**config.mk**
```make
export PLATFORM = sky130hd
export DESIGN_NAME = seq_signed_multiplier
export DESIGN_NICKNAME = d
export VERILOG_FILES = /design/src/rtl/mul_pkg.sv /design/src/rtl/mul_step.sv /design/src/rtl/seq_signed_multiplier.sv
export SDC_FILE = /design/constraint.sdc
export NUM_CORES = 1
export LEC_CHECK = 0
export ABC_AREA = 1
export BUFFER_PORTS_ARGS = -buffer_cell sky130_fd_sc_hd__buf_2
export CAP_MARGIN = 5
export CORE_ASPECT_RATIO = 0.5
export CORE_MARGIN = 5
export CORE_UTILIZATION = 58
export DETAILED_ROUTE_END_ITERATION = 16
export GPL_TIMING_DRIVEN = 1
export PLACE_DENSITY = 0.84
export SLEW_MARGIN = 5
export SYNTH_ARGS = -nofsm -noshare
export SYNTH_HDL_FRONTEND = slang
export SYNTH_HIERARCHICAL = 1
export SYNTH_SLANG_ARGS = --single-unit
```
**constraint.sdc**
```tcl
create_clock -name clk -period 13.2 [get_ports clk]
set_clock_uncertainty 0.05 [all_clocks]
set_input_delay 1.32 -clock clk [delete_from_list [all_inputs] [get_ports clk]]
set_output_delay 1.32 -clock clk [all_outputs]
set_load 0.02 [all_outputs]
```
**src/rtl/mul_pkg.sv**
```systemverilog
// Shared constants and FSM encoding for the sequential signed multiplier.
// The default operand width and its matching shift-add iteration count.
package mul_pkg;

    localparam int DEFAULT_WIDTH = 32;
    localparam int ITER_COUNT    = DEFAULT_WIDTH;

    typedef enum logic [1:0] {
        IDLE = 2'd0,
        CALC = 2'd1,
        FIX  = 2'd2,
        DONE = 2'd3
    } state_t;

endpackage

```
**src/rtl/mul_step.sv**
```systemverilog
// One shift-add iteration: conditionally add the (pre-shifted) multiplicand
// magnitude to the running accumulator.
module mul_step
    import mul_pkg::*;
#(
    parameter int WIDTH = DEFAULT_WIDTH
) (
    input  logic [2*WIDTH-1:0] acc_in,
    input  logic [2*WIDTH-1:0] mcand,
    input  logic               mbit,
    output logic [2*WIDTH-1:0] acc_out
);

    always_comb begin
        // NOTE: default first so every path assigns acc_out and no latch is inferred.
        acc_out = acc_in;
        if (mbit) begin
            acc_out = acc_in + mcand;
        end
    end

endmodule

```
**src/rtl/seq_signed_multiplier.sv**
```systemverilog
// Sign-magnitude sequential multiplier: WIDTH shift-add cycles on operand
// magnitudes, then a single fix-up cycle restores the product sign.
module seq_signed_multiplier
    import mul_pkg::*;
#(
    parameter int WIDTH = DEFAULT_WIDTH
) (
    input  logic                 clk,
    input  logic                 rst,
    input  logic                 start,
    input  logic [WIDTH-1:0]     A,
    input  logic [WIDTH-1:0]     B,
    output logic                 busy,
    output logic                 done,
    output logic [2*WIDTH-1:0]   P
);

    localparam int                CNT_W     = $clog2(WIDTH);
    localparam logic [CNT_W-1:0]  LAST_ITER = CNT_W'(WIDTH - 1);

    state_t              state;
    logic [2*WIDTH-1:0]  acc;
    logic [2*WIDTH-1:0]  acc_next;
    logic [2*WIDTH-1:0]  mcand;
    logic [WIDTH-1:0]    mplier;
    logic [CNT_W-1:0]    cnt;
    logic                neg;

    // The most negative value maps to 2^(WIDTH-1), which still fits unsigned.
    function automatic logic [WIDTH-1:0] magnitude(input logic [WIDTH-1:0] v);
        return v[WIDTH-1] ? -v : v;
    endfunction

    mul_step #(.WIDTH(WIDTH)) u_step (
        .acc_in  (acc),
        .mcand   (mcand),
        .mbit    (mplier[0]),
        .acc_out (acc_next)
    );

    // NOTE: non-blocking assignments so every register samples pre-edge values.
    always_ff @(posedge clk or posedge rst) begin
        if (rst) begin
            state  <= IDLE;
            busy   <= 1'b0;
            done   <= 1'b0;
            P      <= '0;
            acc    <= '0;
            mcand  <= '0;
            mplier <= '0;
            cnt    <= '0;
            neg    <= 1'b0;
        end else begin
            case (state)
                IDLE: begin
                    if (start) begin
                        mcand  <= {{WIDTH{1'b0}}, magnitude(A)};
                        mplier <= magnitude(B);
                        acc    <= '0;
                        cnt    <= '0;
                        neg    <= A[WIDTH-1] ^ B[WIDTH-1];
                        busy   <= 1'b1;
                        state  <= CALC;
                    end
                end
                CALC: begin
                    // Multiplicand walks left while multiplier bits are consumed LSB-first.
                    acc    <= acc_next;
                    mcand  <= mcand << 1;
                    mplier <= mplier >> 1;
                    cnt    <= cnt + CNT_W'(1);
                    if (cnt == LAST_ITER) begin
                        state <= FIX;
                    end
                end
                FIX: begin
                    P     <= neg ? -acc : acc;
                    done  <= 1'b1;
                    state <= DONE;
                end
                DONE: begin
                    done  <= 1'b0;
                    busy  <= 1'b0;
                    state <= IDLE;
                end
                default: begin
                    state <= IDLE;
                end
            endcase
        end
    end

endmodule

```
* Yosys cells after proc, flatten, opt, wreduce, memory -nomap -nowiden
Cells that the tools add are included.
** Cells by class
- Add/subtract/negate cells :: 5
- Equality and inequality tests :: 7
- Muxes and demuxes :: 18
- Bitwise logic cells :: 1
- Reductions and logical operators :: 9
** Operators with widths (count)
- 64-bit 2-to-1 mux :: 4
- 64-bit one-hot mux with 2 select lines :: 2
- 32-bit 2-to-1 mux :: 3
- 64-bit adder :: 1
- 32-bit negator :: 2
- 64-bit negator :: 1
- 32-bit one-hot mux with 2 select lines :: 1
- 5-bit one-hot mux with 2 select lines :: 1
- 2-bit one-hot mux with 4 select lines :: 1
- 2-bit AND reduction :: 4
- 2-bit inequality test (second input constant) :: 3
- 2-bit nonzero test :: 3
- 5-bit by 1-bit adder with 5-bit output (second input constant) :: 1
- 5-bit == test (second input constant) :: 1
- 5-bit 2-to-1 mux :: 1
- 2-bit == test (second input constant) :: 2
- 2-bit 2-to-1 mux :: 2
- 1-bit one-hot mux with 2 select lines :: 2
- 3-bit AND reduction :: 1
- 2-bit by 1-bit == test with 1-bit output (second input constant) :: 1
- 2-bit zero test :: 1
- 1-bit 2-to-1 mux :: 1
- 1-bit bitwise XOR :: 1
** Word-level totals
- Flip-flop bits (word level) :: 234
- Output and inout port bits :: 66
- Logic and storage cells :: 49

* Depth between registers and ports, before layout
- Depth after elaboration :: 4
- Depth in mapped cells :: 18
- Mapped depth without buffers :: 18

* Hierarchy
The synthesis kept the hierarchy.
** By module, submodules not included
- seq_signed_multiplier :: times used 1, cells an instance 1870, area an instance 13346.6 um^2, sequential area each 5855.6 um^2
- mul_step :: times used 1, cells an instance 1429, area an instance 6510.0 um^2, sequential area each 0.0 um^2

* Worst setup path before layout
Ideal clock, no wire load.
- Path kind :: input port to flip-flop
- Start point :: input port B[0]
- End point :: register mplier[14]
- Setup time :: 116 ps
- Arrival time :: 2316 ps
- Data required time :: 13034 ps
- Path slack :: 10718 ps
- Stages on the path :: 10
- Buffers on the path :: 0
- Cells stage by stage :: inv_1 ha_1 nand2_1 nor2_1 nand2_1 o21ai_2 or2_2 nand3_1 nand2_1 nand2_1
** Between the ends
- Word-level cells in the longest chain between the ends :: 4
** RTL lines
- start: declaration :: line seq_signed_multiplier.sv:12 : input logic [WIDTH-1:0] B,
- 32-bit negator :: line seq_signed_multiplier.sv:31 : return v[WIDTH-1] ? -v : v;
- 32-bit 2-to-1 mux :: line seq_signed_multiplier.sv:31
- 32-bit 2-to-1 mux :: line seq_signed_multiplier.sv:56 : if (start) begin
- 32-bit one-hot mux with 2 select lines :: line seq_signed_multiplier.sv:54 : case (state)
- end signal: assignment :: line seq_signed_multiplier.sv:58 : mplier <= magnitude(B);
- end signal: assignment :: line seq_signed_multiplier.sv:70 : mplier <= mplier >> 1;
- end: declaration :: line seq_signed_multiplier.sv:25 : logic [WIDTH-1:0] mplier;
Every way passes these cells. The select of a mux whose other input is x is not followed.
A chain may end at the register's enable or synchronous reset.

* Worst setup path after layout
- Start point :: register state[1]
- End point :: register acc[45]
** Between the ends
- Word-level cells in the longest chain between the ends :: 3
- Elaborated cells on any way between the ends :: 7
** RTL lines
- start: declaration :: line seq_signed_multiplier.sv:21 : state_t state;
- start signal: assignment :: line seq_signed_multiplier.sv:44 : state <= IDLE;
- start signal: assignment :: line seq_signed_multiplier.sv:63 : state <= CALC;
- start signal: assignment :: line seq_signed_multiplier.sv:73 : state <= FIX;
- 2-bit by 1-bit == test with 1-bit output or 2-bit zero test (tied branches) :: line seq_signed_multiplier.sv:54
- 2-bit inequality test (no line) or 2-bit nonzero test (tied branches)
- 3-bit AND reduction (no line)
- end signal: assignment :: line seq_signed_multiplier.sv:68 : acc <= acc_next;
- end: declaration :: line seq_signed_multiplier.sv:22 : logic [2*WIDTH-1:0] acc;
Parallel ways exist; a longest one is shown, timed or not.

==> impl_metrics.ini <==
[synth]
synth_top_area_share_pct = 29.49
syn_inst = 3299
synth_edf_count = 0
ys_seq_area_share_pct = 29.49
synth_top_family_by_area = simple AND/OR/NAND/NOR gates
synth_compound_area_share_pct = 10.30
yosys-top-cells-area = dfrtp_1, nand2_1, inv_1, nand3_1, nor2_1
syn_nets = 3439
syn_area_um2 = 19860
synth_largest_area_cell = dfrtp_1
synth_xor_area_share_pct = 2.470
synthAdderAreaFrac_pct = 4.638
async_reset_ff_share_pct = 100.0
synth.avg_cell_area_um2 = 6.019
synthSimpleGateAreaFrac_pct = 41.81
synth_cell_types = 45
synth_seq_cells = 234
synth_warnings = 6
muxShareOfSynthArea_pct = 0
synth-main-ff-cell = dfrtp_1

[global_route]
grt_use_total_pct = 32.53
grt_pass1_vias = 18510
grt-ovfl-total = 0
grt_max_degree = 137
antenna_found_initial = 0
grt_pass1_wl_mm = 100.7

[final_layout]
nets = 3510
syn_to_final_growth_pct = 8.116
final_area_um2 = 21470
drive_above_1_share_pct = 8.237
fill_cells = 3248
antenna_cells = 0

[detailed_routing]
route.detailed.drc = 0
viasPerCell = 5.539
post_drt_wl_per_cell_um = 16.79
num_vias = 21200
antenna_left = 0
wl_mm = 64.26
drtIter0Drc = 2522
first_pass_iters = 6

[place]
hpwl_mm = 50.21
io_buffers = 132
place_congestion = 1.015
post_dp_cell_area_um2 = 20780

[worst_setup_path]
crit_family = compound AO/OA/AOI/OAI gates
slowest_stage = o21ai_4
path_cells = inv_1 > ha_4 > inv_2 > o21ai_4 > buf_4 > o21ai_0
slowest_delay_ns = 0.84
crit_buf_inv = 3
crit_fanout = 84
start_kind = flip-flop
crit_type = flip-flop to flip-flop
cp-end-kind = flip-flop
cp_data_arrival_time_ns = 3.41
required_ns = 13.53

[power]
powerDensity_nw_per_um2 = 216.1
combPwrFrac_pct = 59.5
switching_share_pct = 53.26
switchingPower_mw = 2.471
clkPwrFrac_pct = 13.6
internal_power_mw = 2.169
pwr-share-seq_pct = 26.9
leakage_nw = 11.98
vdd_drop_max_mv = 0.1276

[timing]
post-route-period-util_pct = 23.33
timing.fmax_mhz = 324.7
worst_pin_slew_ns = 1.133
slew_headroom_pct = 24.47
drv_slew = 0
period_needed_ns = 3.080
hold_viol_final = 0
setup_violations = 0
finalSetupTns_ns = 0
rsz0062_at_grt = no

[cts]
worst_skew_pair.late_latency_ns = 0.55
cts_tree = built
ctsHoldBuffers = 0
cts_buffers = 23
cts_setup_buffers = 0
ctsResizeCount = 0
htreeDepth = 1
clock-sinks = 234
clock_path_buffers = 3
clkTransAtPathRegs_ns = 0.07
cts_root_buf = clkbuf_16

[floorplanning]
die_w_um = 271.7
fp.dieH_um = 140.8
die_area_um2 = 38260
start_util_pct = 59.45
ios = 133
fp.coreArea_um2 = 33400
row_count = 47

[job]
maxCapViolCount = 0

[status]
status = complete, no violations

[worst_hold_path]
hold_path_class = flip-flop to flip-flop
## synth_stat cells (all sizes together), types with 4 or more instances
library cell     n
nand4           34
o22ai           34
o21ai          213
dfrtp          234
nand3          296
nand3b          12
clkbuf          49
o211ai          11
ha              72
a31oi            8
inv            485
or2              6
and2             5
nor3            26
a22oi            4
a21oi          100
nand2         1220
buf             49
xor2            27
xnor2           29
nor2           368
o21bai           4
## routing by layer
layer	track usage, %	up-vias	part of all wire (%)
li1	-	10530	-
met1	49.36	9749	46
met2	49.69	826	43
met3	5.127	98	8.9
met4	6.349	0	2.0
met5	0	-	0
## per-stage QoR
stage / power [mW] / std cells / utilization [%] / hold slack, ns / setup WS [ns]
floorplan: 3.196 / 3299 / - / 0.3936 / 5.412
global placement: 3.897 / 3786 / 62.20 / 0.4083 / 9.609
detailed placement: 3.953 / 3786 / 62.20 / 0.4108 / 9.577
CTS: 4.597 / 3828 / 64.27 / 0.4283 / 10.13
global route: 5.007 / 3828 / 64.27 / 0.4371 / 9.811
finish: 4.640 / 3828 / 64.27 / 0.4274 / 10.12
## layout make-up
cell class | instances | area [um2] | area share (%)
Multi-Input combinational cell | 2480 | 11780 | 54.88
Sequential cell | 234 | 5857 | 27.28
Clock inverter | 12 | 80.08 | 0.3730
Tap cell | 441 | 551.8 | 2.570
Clock buffer | 30 | 611.8 | 2.850
Inverter | 487 | 1836 | 8.550
Timing Repair Buffer | 144 | 750.7 | 3.497
## placed cells by master (no fill, tap or decap), drive strengths merged, types with 11 or more instances in the layout
cell type,synthesis,layout
nand2,1220,1220
inv,485,489
nor2,368,368
nand3,296,296
dfrtp,234,234
o21ai,213,213
buf,49,144
a21oi,100,100
ha,72,72
o22ai,34,34
nand4,34,34
clkbuf,49,30
xnor2,29,29
xor2,27,27
nor3,26,26
nand3b,12,12
o211ai,11,11
## power groups by stage
| stage | Sequential, mW | Clock [mW] | Combinational, mW |
|---|---|---|---|
| after floorplan | 1.26 | 0 | 1.93 |
| after global placement | 1.25 | 0 | 2.65 |
| after detailed placement | 1.25 | 0 | 2.70 |
| after CTS | 1.24 | 0.638 | 2.72 |
| after global routing | 1.27 | 0.674 | 3.06 |
| final | 1.25 | 0.631 | 2.76 |
## sequential cells by signal, summed over array words and instances, names as in the netlist
register and count:
P 64, busy 1, acc 64, mplier 32, state 2, mcand 64
done 1, cnt 5, neg 1
## tightest hold or removal path, stage by stage (launching register included)
cell     delay [ns]
dfrtp_1        0.34
nand2_1        0.06
nand2_1        0.05
## final timing paths
kind	depth (start not counted)	endpoint	from	slack, ns
max reg2reg	6	acc[45]	state[1]	10.12
max in group asynchronous	4	mcand[22]	rst	10.23
max	6	acc[45]	state[1]	10.12
min in group asynchronous	2	mcand[58]	rst	0.89
min	2	P[56]	P[56]	0.43
min reg2reg	2	P[56]	P[56]	0.43
## cell families after synthesis
logic type,count (synthesis)
flip-flops,234
AO/OA/AOI/OAI,379
adder cells (fa/ha/maj),73
XOR/XNOR,56
buffers and inverters,585
AND/OR/NAND/NOR,1972
No activity file was read; power rests on OpenSTA's default activity.
